File: config.mk
export PLATFORM = sky130hd
export DESIGN_NAME = nx_ram_indirect_access_mt_flat
export DESIGN_NICKNAME = d
export VERILOG_FILES = /design/src/rtl/nx_ram_indirect_access_mt_if.sv /design/src/rtl/nx_ram_indirect_access_mt.sv /design/src/flat_wrapper.sv
export SDC_FILE = /design/constraint.sdc
export NUM_CORES = 1
export LEC_CHECK = 0
export ABC_AREA = 0
export BUFFER_PORTS_ARGS = -buffer_cell sky130_fd_sc_hd__buf_2
export CAP_MARGIN = 20
export CORE_ASPECT_RATIO = 0.75
export CORE_MARGIN = 8
export CORE_UTILIZATION = 44
export CTS_CLUSTER_DIAMETER = 50
export DETAILED_ROUTE_END_ITERATION = 10
export PLACE_DENSITY = 0.68
export SLEW_MARGIN = 20
export SYNTH_ARGS = -nofsm -noshare
export SYNTH_HDL_FRONTEND = slang
export SYNTH_SLANG_ARGS = --single-unit
export TNS_END_PERCENT = 50
File: constraint.sdc
create_clock -name clk -period 6.1 [get_ports clk]
set_input_delay 0.305 -clock clk [delete_from_list [all_inputs] [get_ports clk]]
set_output_delay 0.305 -clock clk [all_outputs]
set_load 0.02 [all_outputs]
File: src/rtl/nx_ram_indirect_access_mt_if.sv
// Bus bundle for nx_ram_indirect_access_mt: software command/status/data registers
// plus the direct hardware table port.
interface nx_ram_indirect_access_mt_if #(
  parameter int N_DATA_BITS = 32,
  parameter int N_ENTRIES   = 16,
  parameter int N_TABLES    = 2
);
  localparam int AW = (N_ENTRIES > 1) ? $clog2(N_ENTRIES) : 1;
  localparam int TW = (N_TABLES > 1) ? $clog2(N_TABLES) : 1;

  logic                   cmnd_stb;
  logic [3:0]             cmnd_op;
  logic [TW-1:0]          cmnd_table_id;
  logic [AW-1:0]          cmnd_addr;
  logic [2:0]             stat_code;
  logic [4:0]             stat_datawords;
  logic [AW-1:0]          stat_addr;
  logic [TW-1:0]          stat_table_id;
  logic                   wr_stb;
  logic [N_DATA_BITS-1:0] wr_dat;
  logic [N_DATA_BITS-1:0] rd_dat;
  logic                   hw_cs;
  logic                   hw_we;
  logic [TW-1:0]          hw_table_id;
  logic [AW-1:0]          hw_add;
  logic [N_DATA_BITS-1:0] hw_bwe;
  logic [N_DATA_BITS-1:0] hw_din;
  logic [N_DATA_BITS-1:0] hw_dout;
  logic                   hw_yield;

  modport master (
    output cmnd_stb, cmnd_op, cmnd_table_id, cmnd_addr, wr_stb, wr_dat,
           hw_cs, hw_we, hw_table_id, hw_add, hw_bwe, hw_din,
    input  stat_code, stat_datawords, stat_addr, stat_table_id, rd_dat,
           hw_dout, hw_yield
  );

  modport slave (
    input  cmnd_stb, cmnd_op, cmnd_table_id, cmnd_addr, wr_stb, wr_dat,
           hw_cs, hw_we, hw_table_id, hw_add, hw_bwe, hw_din,
    output stat_code, stat_datawords, stat_addr, stat_table_id, rd_dat,
           hw_dout, hw_yield
  );
endinterface

File: src/rtl/nx_ram_indirect_access_mt.sv
// Multi-table single-port RAM with an indirect-access command engine, hardware-priority
// arbitration and a yield/timeout starvation guard. NX_RAM_IA_INIT_INC_EN enables INIT_INC.
module nx_ram_indirect_access_mt #(
  parameter int                     N_DATA_BITS  = 32,
  parameter int                     N_ENTRIES    = 16,
  parameter int                     N_TABLES     = 2,
  parameter int                     N_TIMER_BITS = 6,
  parameter logic [N_DATA_BITS-1:0] RESET_DATA   = '0
) (
  input logic                      clk,
  input logic                      rst,
  nx_ram_indirect_access_mt_if.slave bus
);
  localparam int AW = (N_ENTRIES > 1) ? $clog2(N_ENTRIES) : 1;
  localparam int TW = (N_TABLES > 1) ? $clog2(N_TABLES) : 1;
  localparam int NE = N_TABLES * N_ENTRIES;
  localparam int IW = (NE > 1) ? $clog2(NE) : 1;
  localparam int CW = $clog2(NE + 1);

  localparam logic [CW-1:0]           LAST_FLAT = CW'(NE - 1);
  localparam logic [CW-1:0]           LAST_ENT  = CW'(N_ENTRIES - 1);
  localparam logic [N_TIMER_BITS-1:0] TMR_MAX   = '1;
  localparam logic [N_TIMER_BITS-1:0] TMR_PRE   = TMR_MAX - N_TIMER_BITS'(1);
  localparam logic [4:0]              DATAWORDS = 5'((N_DATA_BITS + 31) / 32);

  localparam logic [1:0] ST_RST_INIT = 2'd0;
  localparam logic [1:0] ST_IDLE     = 2'd1;
  localparam logic [1:0] ST_PEND     = 2'd2;
  localparam logic [1:0] ST_CMD_INIT = 2'd3;

  localparam logic [3:0] OP_NOP      = 4'd0;
  localparam logic [3:0] OP_READ     = 4'd1;
  localparam logic [3:0] OP_WRITE    = 4'd2;
  localparam logic [3:0] OP_INIT     = 4'd3;
  localparam logic [3:0] OP_INIT_INC = 4'd4;

  localparam logic [2:0] SC_READY    = 3'd0;
  localparam logic [2:0] SC_BUSY     = 3'd1;
  localparam logic [2:0] SC_TIMEOUT  = 3'd2;
  localparam logic [2:0] SC_BAD_OP   = 3'd3;
  localparam logic [2:0] SC_BAD_ADDR = 3'd4;

  function automatic logic [IW-1:0] flat_idx(input logic [TW-1:0] t, input logic [AW-1:0] a);
    return IW'(int'(t) * N_ENTRIES + int'(a));
  endfunction

  logic [N_DATA_BITS-1:0]  mem_q [NE];
  logic [1:0]              state_q, state_d;
  logic [2:0]              stat_code_q, stat_code_d;
  logic [AW-1:0]           stat_addr_q, stat_addr_d;
  logic [TW-1:0]           stat_tbl_q, stat_tbl_d;
  logic [N_DATA_BITS-1:0]  data_q, data_d;
  logic [N_DATA_BITS-1:0]  hw_dout_q, hw_dout_d;
  logic                    yield_q, yield_d;
  logic [N_TIMER_BITS-1:0] timer_q, timer_d;
  logic [3:0]              op_q, op_d;
  logic [TW-1:0]           tbl_q, tbl_d;
  logic [AW-1:0]           addr_q, addr_d;
  logic [CW-1:0]           cnt_q, cnt_d;

  logic                    hw_grab_s, hw_valid_s, blocked_s, op_legal_s;
  logic [AW-1:0]           sw_entry_s;
  logic [IW-1:0]           port_idx_s;
  logic                    port_we_s;
  logic [N_DATA_BITS-1:0]  port_wdata_s, mem_rdata_s, init_val_s;

  assign hw_grab_s  = bus.hw_cs && (state_q != ST_RST_INIT);
  assign hw_valid_s = (32'(bus.hw_table_id) < N_TABLES) && (32'(bus.hw_add) < N_ENTRIES);
  assign blocked_s  = bus.hw_cs && ((state_q == ST_PEND) || (state_q == ST_CMD_INIT));
  assign sw_entry_s = (state_q == ST_CMD_INIT) ? cnt_q[AW-1:0] : addr_q;

`ifdef NX_RAM_IA_INIT_INC_EN
  assign op_legal_s = (bus.cmnd_op <= OP_INIT_INC);
  assign init_val_s = (op_q == OP_INIT_INC) ? (data_q + N_DATA_BITS'(cnt_q)) : RESET_DATA;
`else
  assign op_legal_s = (bus.cmnd_op <= OP_INIT);
  assign init_val_s = RESET_DATA;
`endif

  // Single port address: reset init sweep, then hardware, then the software engine.
  always_comb begin
    if (state_q == ST_RST_INIT) begin
      port_idx_s = cnt_q[IW-1:0];
    end else if (bus.hw_cs) begin
      port_idx_s = hw_valid_s ? flat_idx(bus.hw_table_id, bus.hw_add) : '0;
    end else begin
      port_idx_s = flat_idx(tbl_q, sw_entry_s);
    end
  end

  assign mem_rdata_s = mem_q[port_idx_s];

  // Next-state logic for the command engine, hardware port and starvation guard.
  always_comb begin
    state_d      = state_q;
    stat_code_d  = stat_code_q;
    stat_addr_d  = stat_addr_q;
    stat_tbl_d   = stat_tbl_q;
    data_d       = bus.wr_stb ? bus.wr_dat : data_q;
    hw_dout_d    = hw_dout_q;
    yield_d      = yield_q;
    timer_d      = timer_q;
    op_d         = op_q;
    tbl_d        = tbl_q;
    addr_d       = addr_q;
    cnt_d        = cnt_q;
    port_we_s    = 1'b0;
    port_wdata_s = RESET_DATA;

    if (hw_grab_s) begin
      if (bus.hw_we) begin
        port_we_s    = hw_valid_s;
        port_wdata_s = (bus.hw_din & bus.hw_bwe) | (mem_rdata_s & ~bus.hw_bwe);
      end else begin
        hw_dout_d = hw_valid_s ? mem_rdata_s : '0;
      end
    end else begin
      hw_dout_d = hw_dout_q;
    end

    case (state_q)
      ST_RST_INIT: begin
        port_we_s    = 1'b1;
        port_wdata_s = RESET_DATA;
        hw_dout_d    = RESET_DATA;
        if (cnt_q == LAST_FLAT) begin
          state_d     = ST_IDLE;
          stat_code_d = SC_READY;
          yield_d     = 1'b0;
          cnt_d       = '0;
        end else begin
          cnt_d = cnt_q + CW'(1);
        end
      end
      ST_IDLE: begin
        if (bus.cmnd_stb && (stat_code_q != SC_BUSY)) begin
          if (!op_legal_s) begin
            stat_code_d = SC_BAD_OP;
          end else if (32'(bus.cmnd_table_id) >= N_TABLES) begin
            stat_code_d = SC_BAD_ADDR;
          end else if (((bus.cmnd_op == OP_READ) || (bus.cmnd_op == OP_WRITE)) &&
                       (32'(bus.cmnd_addr) >= N_ENTRIES)) begin
            stat_code_d = SC_BAD_ADDR;
          end else if (bus.cmnd_op == OP_NOP) begin
            stat_code_d = SC_READY;
          end else begin
            stat_code_d = SC_BUSY;
            op_d        = bus.cmnd_op;
            tbl_d       = bus.cmnd_table_id;
            addr_d      = bus.cmnd_addr;
            cnt_d       = '0;
            timer_d     = '0;
            state_d     = ((bus.cmnd_op == OP_READ) || (bus.cmnd_op == OP_WRITE)) ?
                          ST_PEND : ST_CMD_INIT;
          end
        end else begin
          state_d = ST_IDLE;
        end
      end
      ST_PEND: begin
        if (!bus.hw_cs) begin
          state_d     = ST_IDLE;
          stat_code_d = SC_READY;
          stat_addr_d = addr_q;
          stat_tbl_d  = tbl_q;
          timer_d     = '0;
          yield_d     = 1'b0;
          if (op_q == OP_READ) begin
            data_d = mem_rdata_s;
          end else begin
            port_we_s    = 1'b1;
            port_wdata_s = data_q;
          end
        end else begin
          state_d = ST_PEND;
        end
      end
      ST_CMD_INIT: begin
        if (!bus.hw_cs) begin
          port_we_s    = 1'b1;
          port_wdata_s = init_val_s;
          stat_addr_d  = cnt_q[AW-1:0];
          stat_tbl_d   = tbl_q;
          timer_d      = '0;
          yield_d      = 1'b0;
          if (cnt_q == LAST_ENT) begin
            state_d     = ST_IDLE;
            stat_code_d = SC_READY;
            cnt_d       = '0;
          end else begin
            cnt_d = cnt_q + CW'(1);
          end
        end else begin
          state_d = ST_CMD_INIT;
        end
      end
      default: begin
        state_d = ST_RST_INIT;
      end
    endcase

    // Two phases: count to the yield point, then a full timer span before giving up.
    if (blocked_s) begin
      if (!yield_q) begin
        if (timer_q == TMR_PRE) begin
          timer_d = '0;
          yield_d = 1'b1;
        end else begin
          timer_d = timer_q + N_TIMER_BITS'(1);
        end
      end else if (timer_q == TMR_MAX) begin
        state_d     = ST_IDLE;
        stat_code_d = SC_TIMEOUT;
        yield_d     = 1'b0;
        timer_d     = '0;
        cnt_d       = '0;
      end else begin
        timer_d = timer_q + N_TIMER_BITS'(1);
      end
    end else begin
      timer_d = timer_d;
    end
  end

  // State and output registers.
  always_ff @(posedge clk) begin
    if (rst) begin
      state_q     <= ST_RST_INIT;
      stat_code_q <= SC_BUSY;
      stat_addr_q <= '0;
      stat_tbl_q  <= '0;
      data_q      <= RESET_DATA;
      hw_dout_q   <= RESET_DATA;
      yield_q     <= 1'b1;
      timer_q     <= '0;
      op_q        <= OP_NOP;
      tbl_q       <= '0;
      addr_q      <= '0;
      cnt_q       <= '0;
    end else begin
      state_q     <= state_d;
      stat_code_q <= stat_code_d;
      stat_addr_q <= stat_addr_d;
      stat_tbl_q  <= stat_tbl_d;
      data_q      <= data_d;
      hw_dout_q   <= hw_dout_d;
      yield_q     <= yield_d;
      timer_q     <= timer_d;
      op_q        <= op_d;
      tbl_q       <= tbl_d;
      addr_q      <= addr_d;
      cnt_q       <= cnt_d;
    end
  end

  // Table storage; reset only restarts the init sweep, contents are not cleared here.
  always_ff @(posedge clk) begin
    if (port_we_s && !rst) begin
      mem_q[port_idx_s] <= port_wdata_s;
    end
  end

  assign bus.stat_code      = stat_code_q;
  assign bus.stat_datawords = DATAWORDS;
  assign bus.stat_addr      = stat_addr_q;
  assign bus.stat_table_id  = stat_tbl_q;
  assign bus.rd_dat         = data_q;
  assign bus.hw_dout        = hw_dout_q;
  assign bus.hw_yield       = yield_q;
endmodule
File: src/flat_wrapper.sv
// flat-port wrapper written by rule: the top's interface ports become plain ports
module nx_ram_indirect_access_mt_flat 
#(
  parameter int                     N_DATA_BITS  = 32,
  parameter int                     N_ENTRIES    = 16,
  parameter int                     N_TABLES     = 2,
  parameter int                     N_TIMER_BITS = 6,
  parameter logic [N_DATA_BITS-1:0] RESET_DATA   = '0
)
  (clk, rst, bus_cmnd_stb, bus_cmnd_op, bus_cmnd_table_id, bus_cmnd_addr, bus_wr_stb, bus_wr_dat, bus_hw_cs, bus_hw_we, bus_hw_table_id, bus_hw_add, bus_hw_bwe, bus_hw_din, bus_stat_code, bus_stat_datawords, bus_stat_addr, bus_stat_table_id, bus_rd_dat, bus_hw_dout, bus_hw_yield);
  nx_ram_indirect_access_mt_if #(.N_DATA_BITS(N_DATA_BITS), .N_ENTRIES(N_ENTRIES), .N_TABLES(N_TABLES)) bus_i ();
  input logic clk;
  input logic rst;
  input wire logic [$bits(bus_i.cmnd_stb)-1:0] bus_cmnd_stb;
  input wire logic [$bits(bus_i.cmnd_op)-1:0] bus_cmnd_op;
  input wire logic [$bits(bus_i.cmnd_table_id)-1:0] bus_cmnd_table_id;
  input wire logic [$bits(bus_i.cmnd_addr)-1:0] bus_cmnd_addr;
  input wire logic [$bits(bus_i.wr_stb)-1:0] bus_wr_stb;
  input wire logic [$bits(bus_i.wr_dat)-1:0] bus_wr_dat;
  input wire logic [$bits(bus_i.hw_cs)-1:0] bus_hw_cs;
  input wire logic [$bits(bus_i.hw_we)-1:0] bus_hw_we;
  input wire logic [$bits(bus_i.hw_table_id)-1:0] bus_hw_table_id;
  input wire logic [$bits(bus_i.hw_add)-1:0] bus_hw_add;
  input wire logic [$bits(bus_i.hw_bwe)-1:0] bus_hw_bwe;
  input wire logic [$bits(bus_i.hw_din)-1:0] bus_hw_din;
  output wire logic [$bits(bus_i.stat_code)-1:0] bus_stat_code;
  output wire logic [$bits(bus_i.stat_datawords)-1:0] bus_stat_datawords;
  output wire logic [$bits(bus_i.stat_addr)-1:0] bus_stat_addr;
  output wire logic [$bits(bus_i.stat_table_id)-1:0] bus_stat_table_id;
  output wire logic [$bits(bus_i.rd_dat)-1:0] bus_rd_dat;
  output wire logic [$bits(bus_i.hw_dout)-1:0] bus_hw_dout;
  output wire logic [$bits(bus_i.hw_yield)-1:0] bus_hw_yield;
  assign bus_i.cmnd_stb = bus_cmnd_stb;
  assign bus_i.cmnd_op = bus_cmnd_op;
  assign bus_i.cmnd_table_id = bus_cmnd_table_id;
  assign bus_i.cmnd_addr = bus_cmnd_addr;
  assign bus_i.wr_stb = bus_wr_stb;
  assign bus_i.wr_dat = bus_wr_dat;
  assign bus_i.hw_cs = bus_hw_cs;
  assign bus_i.hw_we = bus_hw_we;
  assign bus_i.hw_table_id = bus_hw_table_id;
  assign bus_i.hw_add = bus_hw_add;
  assign bus_i.hw_bwe = bus_hw_bwe;
  assign bus_i.hw_din = bus_hw_din;
  assign bus_stat_code = bus_i.stat_code;
  assign bus_stat_datawords = bus_i.stat_datawords;
  assign bus_stat_addr = bus_i.stat_addr;
  assign bus_stat_table_id = bus_i.stat_table_id;
  assign bus_rd_dat = bus_i.rd_dat;
  assign bus_hw_dout = bus_i.hw_dout;
  assign bus_hw_yield = bus_i.hw_yield;
  nx_ram_indirect_access_mt #(.N_DATA_BITS(N_DATA_BITS), .N_ENTRIES(N_ENTRIES), .N_TABLES(N_TABLES), .N_TIMER_BITS(N_TIMER_BITS), .RESET_DATA(RESET_DATA)) u_core (.clk(clk), .rst(rst), .bus(bus_i));
endmodule
==> impl_metrics.tcl <==
set metrics [dict create \
    overflow 0 \
    synth_edf_count 1024 \
    clk_pin_slew_worst_paths_ns 0.07 \
    drive_gt1_share_pct 15.5 \
    seqCellArea_um2 32700 \
    die_w_um 387 \
    synth-simple-area-share_pct 9.24 \
    initial_core_util_pct 44.2 \
    post_cts_buffers 0 \
    multi_input_area_um2 11700 \
    dpl_worst_slack_ns 1.33 \
    dieArea_um2 114000 \
    place_inst 4658 \
    synth-seq-area-share_pct 72.1 \
    synthFlopType "edfxtp_1" \
    grtUsageTotal_pct 23.8 \
    ant_nets 0 \
    root_buffer "clkbuf_16" \
    die_y_um 294 \
    clk_latency_ns 0.70 \
    fillers 8570 \
    status "finished, final reports clean" \
    first_iter_violations 4777 \
    syn_area_um2 45300 \
    port_buffers 188 \
    final_nets 3538 \
    critPathArrivalTime_ns 5.32 \
    skew_ns 0.0179 \
    setup_violations 0 \
    area_delta_synth_final_pct 13.9 \
    powerDensity_nw_per_um2 306 \
    synth_fa_ha_area_share_pct 0.0828 \
    yosysUniqueCellTypes 66 \
    max_cap_viol_count 0 \
    slew_headroom_pct 17.0 \
    synth_top_family_by_area "compound AO/OA/AOI/OAI gates" \
    instances_no_fill 4852 \
    grt_pass1_wl_um 201000 \
    grt_max_degree 181 \
    synth-warning-count 0 \
    cts_buffers 97 \
    holdWs_ns 0.0353 \
    cts_max_level 3 \
    coreArea_um2 103000 \
    max_freq_mhz 201 \
    syn_inst 3268 \
    finalInstanceArea_um2 51600 \
    crit_chain "xor2_2, a2bb2oi_4, buf_12, buf_4, and3_1, a211oi_1, o21ai_0, nand4_1, nor3_2, a221o_1" \
    vias_per_cell 6.37 \
    routedWlPerCell_um 29.4 \
    async_flop_share_pct 0 \
    rsz0062_at_grt "false" \
    dpl.hpwl_um 80300 \
    slew_viol_final 0 \
    cp_data_required_time_ns 6.44 \
    min_path_type "input pin to flip-flop" \
    finalCriticalPeriod_ns 4.97 \
    cpMaxStageDelayCell "dfxtp_1" \
    cts.sinks 1120 \
    worst_pin_slew_ns 1.24 \
    ys_seq_elements 1120 \
    hold_viol 0 \
    placed_area_um2 48300 \
    min_period_over_period_pct 81.5 \
    io_pins 194 \
    clockBufferDepth 3 \
    avgSynthCellArea_um2 13.9 \
    vdd_drop_max_mv 0.271 \
    slowest_delay_ns 0.95 \
    utilization_pct 50.3 \
    worstPathMaxFanout 159 \
    end_kind "flip-flop" \
    grt_antenna_before_repair 2 \
    rows 102 \
    remaining_drc_errors 0 \
    cts_tree "built" \
    finalPower_mw 15.8 \
    grt_pass1_vias 28500 \
    drt-total-wl_um 143000 \
    tns_ns 0 \
    vias 30900 \
    crit_type "flip-flop to flip-flop" \
    synthMuxAreaShare_pct 0.906 \
    drtPass1Iterations 8 \
    post_cts_resized 0 \
    p_leak_nw 16.8 \
    synth_compound_area_share_pct 14.7 \
    place_congestion 0.881 \
    setup_slack_ns 1.13 \
    critPathLaunchType "flip-flop" \
    synth_xor_area_share_pct 0.0939 \
]
-- what timing repair did --
action	CTS	global route
hold buffers	14	0
endpoints found under the setup margin	0	0
hold endpoints to repair	15	0
-- power breakdown --
part	internal [mW]	switching, mW	leakage [nW]
clock network	3.34	2.83	1.51
logic	0.451	0.860	6.44
registers	8.31	0.0287	8.81
total	12.1	3.71	16.8
-- synth_stat cells, types with 33 or more instances --
library cell | instances | area share (%)
a211oi_1 | 261 | 4.3
a21oi_1 | 303 | 3.3
a22o_1 | 33 | 0.64
a22oi_1 | 130 | 2.2
and3_1 | 294 | 4.1
buf_2 | 99 | 1.1
clkbuf_1 | 133 | 1.1
dfxtp_1 | 96 | 4.2
edfxtp_1 | 1024 | 68
mux2i_1 | 41 | 0.91
nand2_1 | 281 | 2.3
nand4_1 | 33 | 0.46
nor2_1 | 104 | 0.86
nor3_2 | 33 | 0.73
o21a_1 | 33 | 0.55
o21ai_0 | 73 | 0.81
o21ai_1 | 67 | 0.74
o22ai_1 | 63 | 0.87
-- registers in the layout (all words and copies together), names as in the netlist --
| signal | flops |
|---|---|
| u_core.cnt_q | 6 |
| u_core.bus.hw_yield | 1 |
| u_core.addr_q | 4 |
| u_core.bus.rd_dat | 32 |
| u_core.bus.stat_addr | 4 |
| u_core.tbl_q | 1 |
| u_core.mem_q | 1024 |
| u_core.bus.stat_table_id | 1 |
| u_core.timer_q | 6 |
| u_core.op_q | 4 |
| u_core.bus.hw_dout | 32 |
| u_core.bus.stat_code | 3 |
| u_core.state_q | 2 |
-- cell families after synthesis --
| family | Yosys count |
|---|---|
| DFF | 1120 |
| other | 2 |
| xor gates and xnor gates | 4 |
| muxes | 41 |
| and+or+nand+nor | 797 |
| adders and majority gates | 3 |
| buffers and inverters | 276 |
| AOI/OAI and AO/OA | 1025 |
-- critical path, delay by kind of cell (launching register included) --
kind | cells | cell delay, ns
DFF | 1 | 0.95
AOI/OAI and AO/OA | 4 | 1.49
buffers and inverters | 2 | 0.95
xor gates and xnor gates | 1 | 0.26
and+or+nand+nor | 3 | 0.69
-- path summary, 6_finish.rpt --
kind	start	endpoint	slack [ns]	depth (start not counted)
max	u_core.state_q[1]	u_core.mem_q[3][15]	1.13	10
min	bus_wr_dat[14]	u_core.bus.rd_dat[14]	0.04	4
max reg2reg	u_core.state_q[1]	u_core.mem_q[3][15]	1.13	10
min reg2reg	u_core.bus.hw_dout[14]	u_core.bus.hw_dout[14]	0.47	1
-- per-layer routing --
metal | GRT usage, % | vias up | routed length, µm
li1 | - | 13100 | -
met1 | 33.5 | 15500 | 56000
met2 | 35.4 | 2033 | 63500
met3 | 5.27 | 313 | 16600
met4 | 11.0 | 0 | 6750
met5 | 0 | - | 0
-- layout by cell type (no fill, tap or decap), types with 7 or more instances in the layout --
master         synthesis  routed
clkinv_2               0      15
clkbuf_16              0      99
mux2i_1               41      41
buf_12                 0      34
a22o_1                33      33
a211oi_1             261     261
o21ai_1               67      67
nor3_2                33      34
buf_2                 99     188
and3_1               294     293
nor2b_1                8       8
a221o_1               32      32
clkbuf_1             133      17
edfxtp_1            1024    1024
nand4_1               33      33
dfxtp_1               96      96
bufinv_16              0       7
dlygate4sd3_1          0      14
nand3_1               10       8
o21ai_0               73      73
nand2_1              281     281
a22oi_1              130     130
nor2_1               104      72
o21a_1                33      33
o22ai_1               63      63
nor2_4                 0      33
a21oi_1              303     303
clkinv_1               0      21
buf_4                 21      83
-- layout make-up --
cell class                      count  share of cell area [%]
Tap cell                         1352                    3.28
Multi-Input combinational cell   1875                    22.7
Inverter                            6                  0.0436
Antenna cell                        1                 0.00485
Clock inverter                     59                   0.992
Timing Repair Buffer              319                    4.62
Sequential cell                  1120                    63.3
Clock buffer                      120                    5.03
Note: power is estimated with default switching activity, not from simulation.
